File: config.mk
export PLATFORM = sky130hd
export DESIGN_NAME = simon_round_core
export DESIGN_NICKNAME = d
export VERILOG_FILES = /design/src/rtl/simon_pkg.sv /design/src/rtl/simon_round_core_round.sv /design/src/rtl/simon_round_core.sv
export SDC_FILE = /design/constraint.sdc
export NUM_CORES = 1
export LEC_CHECK = 0
export CORE_MARGIN = 4
export CORE_UTILIZATION = 40
export DETAILED_ROUTE_END_ITERATION = 16
export PLACE_DENSITY = 0.69
export SYNTH_ARGS = -nofsm -noshare
export SYNTH_HDL_FRONTEND = slang
export SYNTH_HIERARCHICAL = 1
export SYNTH_SLANG_ARGS = --single-unit
File: constraint.sdc
create_clock -name clk -period 1.68 [get_ports clk]
set_input_delay 0.336 -clock clk [delete_from_list [all_inputs] [get_ports clk]]
set_output_delay 0.336 -clock clk [all_outputs]
set_load 0.01 [all_outputs]
File: src/rtl/simon_pkg.sv
// Shared constants, state encoding and round function for the
// iterative Simon32/64 datapath.
package simon_pkg;

    localparam int SIMON_ROUNDS = 32;
    localparam int SIMON_WARMUP = 28;
    localparam int SIMON_W      = 16;

    localparam logic [2:0] ST_IDLE = 3'd0;
    localparam logic [2:0] ST_LOAD = 3'd1;
    localparam logic [2:0] ST_WARM = 3'd2;
    localparam logic [2:0] ST_RUN  = 3'd3;
    localparam logic [2:0] ST_DONE = 3'd4;

    function automatic logic [SIMON_W-1:0] simon_f(
        input logic [SIMON_W-1:0] v
    );
        logic [SIMON_W-1:0] r1;
        logic [SIMON_W-1:0] r2;
        logic [SIMON_W-1:0] r8;
        r1 = {v[14:0], v[15]};
        r2 = {v[13:0], v[15:14]};
        r8 = {v[7:0], v[15:8]};
        return (r1 & r8) ^ r2;
    endfunction

endpackage

File: src/rtl/simon_round_core_round.sv
// One Simon32/64 round, either direction, purely combinational.
// dir_i=0 encrypts, dir_i=1 applies the inverse round.
module simon_round
    import simon_pkg::*;
(
    input  logic [SIMON_W-1:0] x_i,
    input  logic [SIMON_W-1:0] y_i,
    input  logic [SIMON_W-1:0] k_i,
    input  logic               dir_i,
    output logic [SIMON_W-1:0] x_o,
    output logic [SIMON_W-1:0] y_o
);

    always_comb begin
        x_o = y_i ^ simon_f(x_i) ^ k_i;
        y_o = x_i;
        if (dir_i) begin
            x_o = y_i;
            y_o = x_i ^ simon_f(y_i) ^ k_i;
        end
    end

endmodule

File: src/rtl/simon_round_core.sv
// Iterative Simon32/64 encrypt/decrypt core, one round per clock.
// Drives the external key schedule and consumes its subkeys.
module simon_round_core
    import simon_pkg::*;
#(
    parameter int ROUNDS = SIMON_ROUNDS,
    parameter int WARMUP = SIMON_WARMUP
) (
    input  logic        clk,
    input  logic        rst_n,
    input  logic        start,
    input  logic        decrypt,
    input  logic [31:0] block_in,
    output logic [31:0] block_out,
    output logic        busy,
    output logic        done,
    output logic        ks_load,
    output logic        ks_dir,
    output logic [5:0]  ks_round,
    input  logic [15:0] ks_subkey
);

    logic [2:0]  state_q, state_d;
    logic [15:0] x_q, x_d;
    logic [15:0] y_q, y_d;
    logic        mode_q, mode_d;
    logic [5:0]  cnt_q, cnt_d;
    logic [31:0] out_q, out_d;
    logic        busy_q, busy_d;
    logic        done_q, done_d;
    logic [15:0] rx;
    logic [15:0] ry;

    simon_round u_round (
        .x_i   (x_q),
        .y_i   (y_q),
        .k_i   (ks_subkey),
        .dir_i (mode_q),
        .x_o   (rx),
        .y_o   (ry)
    );

    // The key schedule advances on every non-load cycle, so only
    // WARM and RUN may release it from load.
    assign ks_load   = !(state_q == ST_WARM || state_q == ST_RUN);
    assign ks_dir    = (state_q == ST_RUN) && mode_q;
    assign ks_round  = cnt_q;
    assign block_out = out_q;
    assign busy      = busy_q;
    assign done      = done_q;

    always_comb begin
        state_d = state_q;
        x_d     = x_q;
        y_d     = y_q;
        mode_d  = mode_q;
        cnt_d   = cnt_q;
        out_d   = out_q;
        busy_d  = busy_q;
        done_d  = 1'b0;
        unique case (state_q)
            ST_IDLE: begin
                if (start) begin
                    x_d     = block_in[31:16];
                    y_d     = block_in[15:0];
                    mode_d  = decrypt;
                    busy_d  = 1'b1;
                    state_d = ST_LOAD;
                end
            end
            ST_LOAD: begin
                cnt_d   = '0;
                state_d = mode_q ? ST_WARM : ST_RUN;
            end
            ST_WARM: begin
                if (cnt_q == 6'(WARMUP - 1)) begin
                    cnt_d   = 6'(ROUNDS - 1);
                    state_d = ST_RUN;
                end else begin
                    cnt_d = cnt_q + 6'd1;
                end
            end
            ST_RUN: begin
                x_d = rx;
                y_d = ry;
                if (mode_q) begin
                    if (cnt_q == 6'd0) state_d = ST_DONE;
                    else cnt_d = cnt_q - 6'd1;
                end else begin
                    if (cnt_q == 6'(ROUNDS - 1)) state_d = ST_DONE;
                    else cnt_d = cnt_q + 6'd1;
                end
            end
            ST_DONE: begin
                out_d   = {x_q, y_q};
                done_d  = 1'b1;
                busy_d  = 1'b0;
                state_d = ST_IDLE;
            end
            default: state_d = ST_IDLE;
        endcase
    end

    always_ff @(posedge clk) begin
        if (!rst_n) begin
            state_q <= ST_IDLE;
            x_q     <= '0;
            y_q     <= '0;
            mode_q  <= 1'b0;
            cnt_q   <= '0;
            out_q   <= '0;
            busy_q  <= 1'b0;
            done_q  <= 1'b0;
        end else begin
            state_q <= state_d;
            x_q     <= x_d;
            y_q     <= y_d;
            mode_q  <= mode_d;
            cnt_q   <= cnt_d;
            out_q   <= out_d;
            busy_q  <= busy_d;
            done_q  <= done_d;
        end
    end

endmodule

# == Yosys cells after proc, flatten, opt, wreduce, memory -nomap -nowiden ==
# Index checks and enable logic that the tools add are counted.
# word_totals
output_inout_bits,42
register_bits,76
input_bits,52
word_cells,64
# op_classes
eq_ne,12
n_mux,21
n_addsub,2
n_bitwise,8
reduce_logical,13
# ops
cell,count
$xor A16 B16 Y16,6
$mux W16,4
$pmux W16 S2,2
$and A16 B16 Y16,2
$mux W6,4
$pmux W6 S3,1
$mux W3,5
$eq A6 B5 Y1 const B,2
$pmux W3 S4,1
$add A6 B1 Y6 const B,1
$eq A3 B2 Y1 const B,2
$logic_not A6 Y1,1
$ne A3 B2 Y1 const B,2
$ne A3 B3 Y1 const B,2
$reduce_and A2 Y1,3
$sub A6 B1 Y6 const B,1
$reduce_and A4 Y1,1
$reduce_bool A2 Y1,2
$eq A3 B1 Y1 const B,1
$eq A3 B3 Y1 const B,1
$logic_not A3 Y1,1
$mux W1,3
$reduce_and A3 Y1,1
$reduce_bool A3 Y1,1
other kinds (6),6

# == Depth between registers and ports, before layout ==
# depth
ltp_word,6
mapped_depth,7
ltp_nobuf,7

# == Cells and area by module ==
# Netlist, hierarchy kept.
# by_module_without_submodules
module,area_each_um2,seq_area_each_um2,cells_per_inst,n_inst
simon_round_core,3315.7,1521.5,388,1
simon_round,1377.6,0.0,167,1

# == Worst setup path before layout ==
# OpenSTA, ideal clock, no wires.
# synth_path
kind,flip-flop to flip-flop
start,"reg cnt_q[0], in the netlist ks_round[0]"
end,"reg cnt_q[4], in the netlist ks_round[4]"
arrival_ns,1.632
required_ns,1.563
setup_ns,0.117
setup_slack_ns,-0.069
synth_period_minus_slack_ns,1.749
stages_incl_launch_ff,7
path_buffers,0
cell_sequence,dfxtp_1 -> ha_1 -> and4b_1 -> a311o_1 -> nor2_4 -> o21ai_2 -> a32o_1
# synth_between
elab_chain_len,4
elab_cells_between_ends,13
classes_between,add/sub: 2; eq/ne: 4; mux: 5; reduce/logical: 2
# synth_lines
element,line,source
"start, declared",simon_round_core.sv:27,"logic [5:0] cnt_q, cnt_d;"
"start signal, assigned",simon_round_core.sv:119,cnt_q <= cnt_d;
$add A6 B1 Y6 / $sub A6 B1 Y6 (equally long branches),"simon_round_core.sv:80, simon_round_core.sv:91, simon_round_core.sv:88",
"$mux W6, on equally long branches","simon_round_core.sv:90, simon_round_core.sv:87",
$mux W6,simon_round_core.sv:86,if (mode_q) begin
$pmux W6 S3,simon_round_core.sv:61,unique case (state_q)
# Parallel ways exist; a longest one is shown, timed or not. The select of a mux whose other input is x is not followed.
# A chain may end at the register's enable or synchronous reset.

# == Worst setup path after layout ==
# layout_path
start,reg state_q[2]
end,reg x_q[13]
# layout_between
elab_chain_len,3
elab_cells_between_ends,6
classes_between,eq/ne: 2; mux: 1; reduce/logical: 3
# layout_lines
element,line,source
"start, declared",simon_round_core.sv:23,"logic [2:0] state_q, state_d;"
"start signal, assigned",simon_round_core.sv:115,state_q <= state_d;
$eq A3 B2 Y1 / $logic_not A3 Y1 (equally long branches),simon_round_core.sv:61,
$reduce_bool A2 Y1 (no line) / $ne A2 B2 Y1 (equally long branches),-,
$reduce_and A2 Y1 (no line),-,
"end signal, assigned",simon_round_core.sv:107,x_q <= '0;
"end signal, assigned",simon_round_core.sv:116,x_q <= x_d;
"end, declared",simon_round_core.sv:24,"logic [15:0] x_q, x_d;"
# Parallel ways exist; a longest one is shown, timed or not.

==> results.yml <==
run_status:
  outcome: "complete, no violations"
place:
  dpl.cell_count: 797
  gp_congestion: 0.885
  post_detailed_placement_cell_area_um2: 6000
  port_buffers: 93
  dpl.hpwl_mm: 10.2
die:
  design.portCount: 94
  fp.dieW_um: 116
  die_y_um: 116
  rows: 39
  initial_core_util_pct: 40.9
  design.die.area_um2: 13500
  floorplan_core_area_um2: 11500
critical_path:
  crit_type: "flop to flop"
  cp_max_fo: 8
  critical-path-top-delay-family: "buffers and inverters"
  critPathCapture: "x_q[13]"
  cp_max_stage_cell: "sky130_fd_sc_hd__dfxtp_1"
  worst-path-stages: 6
  arrival_ns: 1.87
  critical_path.max_stage_delay_ns: 0.34
  worstSetupStartpoint: "state_q[2]"
  end_kind: "flop"
  worstReg2RegStart: "state_q[2]"
  timing.reg2reg.setup_slack_ns: 0.03
  worstReg2RegEnd: "x_q[13]"
  start_kind: "flop"
  crit_path_cell_trace: "buf_6 -> nor4b_4 -> buf_6 -> buf_12 -> mux2i_2 -> a211oi_1"
  crit_top_cell: "sky130_fd_sc_hd__buf_6"
  worst-path-buf-inv: 3
  timing.reg2reg.worst_path_depth: 6
  worst_ep_required_time_ns: 1.90
timing:
  timing_max_transition_violations_final: 0
  fmax_mhz: 606
  worst_clock_skew_ns: 0.00789
  timing.final.crit_share_pct: 98.2
  setup_viol: 0
  worst_slew_margin_rel_pct: 70.4
  final-hold-violation-count: 0
  worst-slew-pin-transition_ns: 0.443
  setup_repair_after_global_routing_missed_its_margin: "true"
  final_period_demand_of_the_worst_path_ns: 1.65
synth:
  yosysSeqAreaShare_pct: 32.4
  synth-seq-cells: 76
  synth.cell_area_um2: 4690
  syn-num-nets: 610
  ys_warn_count: 6
  synth_simple_gate_area_share_pct: 18.2
  gate_count_after_technology_mapping: 555
  yosys.area_share.xor_xnor_pct: 11.9
  synth-compound-area-share_pct: 17.6
  synthesis.area_per_instance_um2: 8.46
  synth.mux.area_fraction_pct: 14.1
  post_synth_num_cell_types: 48
  async_flop_share_pct: 0
  synth-edff-count: 0
  synth_top_family_by_area: "simple AND/OR/NAND/NOR gates"
  ys.flop_type: "sky130_fd_sc_hd__dfxtp_1"
  post_synth_fa_ha_maj_area_fraction_pct: 0.800
cts:
  worstSkewPairLatency_ns: 0.34
  cts-htree-levels: 3
  clock-sinks: 76
  clk_pin_slew_ns: 0.06
  cts_tree: "yes"
  numCtsBuffers: 9
  cts.hold.buffers_added: 0
  clockRootBuffer: "sky130_fd_sc_hd__clkbuf_16"
  cts.path.max_buffers: 2
grt:
  grt_util_met3_pct: 3.99
  groute.usage.overall_pct: 21.8
  first_global_vias: 4348
  gr-usage-met2_pct: 34.4
  globalRoute.totalOverflow: 0
  layer_carrying_the_most_global_route_usage: "met2"
  groute.layer.met1.usage_pct: 29.8
  grt_pass1_wl_mm: 22.9
  grt_start_max_net_pins: 66
  grt_antenna_before_repair: 0
cells_and_area:
  postLayoutCellArea_um2: 6600
  fillers: 993
  num_antenna_cells: 0
  final_layout_size_suffix_gt1_share_pct: 15.3
  mostFrequentLayoutCell: "sky130_fd_sc_hd__clkdlybuf4s50_1"
  multiInputGateArea_um2: 3030
  fin_cells: 824
  sequential_cell_area_um2: 1540
  nets: 731
  area.growth.synth_to_final_pct: 40.7
  layout.cells.most_common_list: "sky130_fd_sc_hd__clkdlybuf4s50_1, sky130_fd_sc_hd__nand2_1, sky130_fd_sc_hd__dfxtp_1"
routing:
  drtIter0Drc: 459
  post_drt_via_cell_ratio: 5.68
  drc: 0
  antenna_left: 0
  route.vias.total: 4683
  routed_wire_length_mm: 15.8
  drt_pass1_iterations: 5
  wl_per_instance_um: 19.1
hold_path:
  path_type_of_the_worst_min_delay_path: "flop to flop"
power:
  power-per-cell-area_nw_per_um2: 828
  vdd_ir_drop_max_v: 0.000464
  power.static_leakage_nw: 2.55
job:
  maxCapViolCount: 0
area by class of cell:
cell class                 count  area share (%)
inverter                       6           0.341
tap                          143            2.71
timing repair buffer         147            23.2
sequential                    76            23.3
clock buffer                  12            3.89
multi-input combinational    436            45.8
clock inverter                 4           0.720
worst register-to-register path: stages (launching register included):
cell and delay (ns):
sky130_fd_sc_hd__dfxtp_1 0.34, sky130_fd_sc_hd__buf_6 0.15, sky130_fd_sc_hd__nor4b_4 0.27, sky130_fd_sc_hd__buf_6 0.20, sky130_fd_sc_hd__buf_12 0.15, sky130_fd_sc_hd__mux2i_2 0.30, sky130_fd_sc_hd__a211oi_1 0.12
report_power, final:
part	switching [mW]	internal (mW)	leakage, nW
registers	0.236	1.90	0.623
clock network	0.786	1.23	0.149
logic	0.588	0.730	1.78
total	1.61	3.85	2.55
stage by stage:
step	hold slack, ns	power, mW	setup WS [ns]	util (%)	TNS (ns)
2_1_floorplan	0.475	2.85	0.0201	-	0
3_3_place_gp	0.442	3.29	-0.350	52.4	-5.22
3_5_place_dp	0.445	3.31	-0.314	52.4	-5.37
4_1_cts	0.453	5.37	0.00170	55.8	0
5_1_grt	0.471	5.64	-0.0333	57.6	-0.0632
6_report	0.450	5.47	0.0298	57.6	0
cell usage after synthesis, types with 2 or more instances:
cell | n | share of area, %
sky130_fd_sc_hd__a21boi_0 | 16 | 2.6
sky130_fd_sc_hd__o22ai_1 | 2 | 0.27
sky130_fd_sc_hd__buf_6 | 7 | 1.7
sky130_fd_sc_hd__a32o_1 | 2 | 0.43
sky130_fd_sc_hd__clkbuf_1 | 20 | 1.6
sky130_fd_sc_hd__buf_4 | 3 | 0.48
sky130_fd_sc_hd__dfxtp_1 | 76 | 32
sky130_fd_sc_hd__xnor2_1 | 64 | 12
sky130_fd_sc_hd__nand3_1 | 2 | 0.21
sky130_fd_sc_hd__mux2i_1 | 65 | 14
sky130_fd_sc_hd__nand2b_1 | 2 | 0.27
sky130_fd_sc_hd__and3b_1 | 17 | 3.2
sky130_fd_sc_hd__ha_1 | 3 | 0.80
sky130_fd_sc_hd__a31oi_1 | 2 | 0.27
sky130_fd_sc_hd__inv_1 | 5 | 0.40
sky130_fd_sc_hd__or3_1 | 2 | 0.27
sky130_fd_sc_hd__and3_1 | 18 | 2.4
sky130_fd_sc_hd__o21a_1 | 2 | 0.32
sky130_fd_sc_hd__a21oi_1 | 51 | 5.4
sky130_fd_sc_hd__a221oi_1 | 2 | 0.37
sky130_fd_sc_hd__buf_2 | 7 | 0.75
sky130_fd_sc_hd__a211oi_1 | 32 | 5.1
sky130_fd_sc_hd__nand2_1 | 79 | 6.3
sky130_fd_sc_hd__nor2_1 | 43 | 3.4
sky130_fd_sc_hd__o21ai_0 | 7 | 0.75
sky130_fd_sc_hd__nor3_1 | 3 | 0.32
sky130_fd_sc_hd__and2_1 | 2 | 0.27
repair_timing:
action | CTS | global route
cloned | 1 | 6
pin swaps | 3 | 1
setup endpoints to repair | 14 | 37
gates resized for setup | 21 | 21
setup buffers | 4 | 0
routing by layer:
layer	wire length, um	vias to the layer above
li1	-	2195
met3	1140	33
met5	0	-
met1	7040	2248
met2	7190	207
met4	378	0
kinds of logic after synthesis:
group                      Yosys count
xor gates and xnor gates            64
AOI/OAI and AO/OA                  127
buffers and inverters               43
muxes                               66
and+or+nand+nor                    176
DFF                                 76
adders and majority gates            3
how the worst min path moves through the flow:
stage	to	from	slack [ns]	depth (start not counted)
3_5_place_dp	block_out[6]	block_out[6]	0.45	2
6_report	block_out[6]	block_out[6]	0.45	2
4_1_cts	block_out[6]	block_out[6]	0.45	2
2_1_floorplan	state_q[0]	rst_n	0.47	2
3_3_place_gp	block_out[20]	block_out[20]	0.44	2
5_1_grt	block_out[6]	block_out[6]	0.47	2
sequential cells by signal, indices dropped and copies added (netlist names):
name,flops
block_out,32
x_q,16
y_q,16
ks_round,6
state_q,3
busy,1
done,1
mode_q,1
No activity file was read; power rests on OpenSTA's default activity.
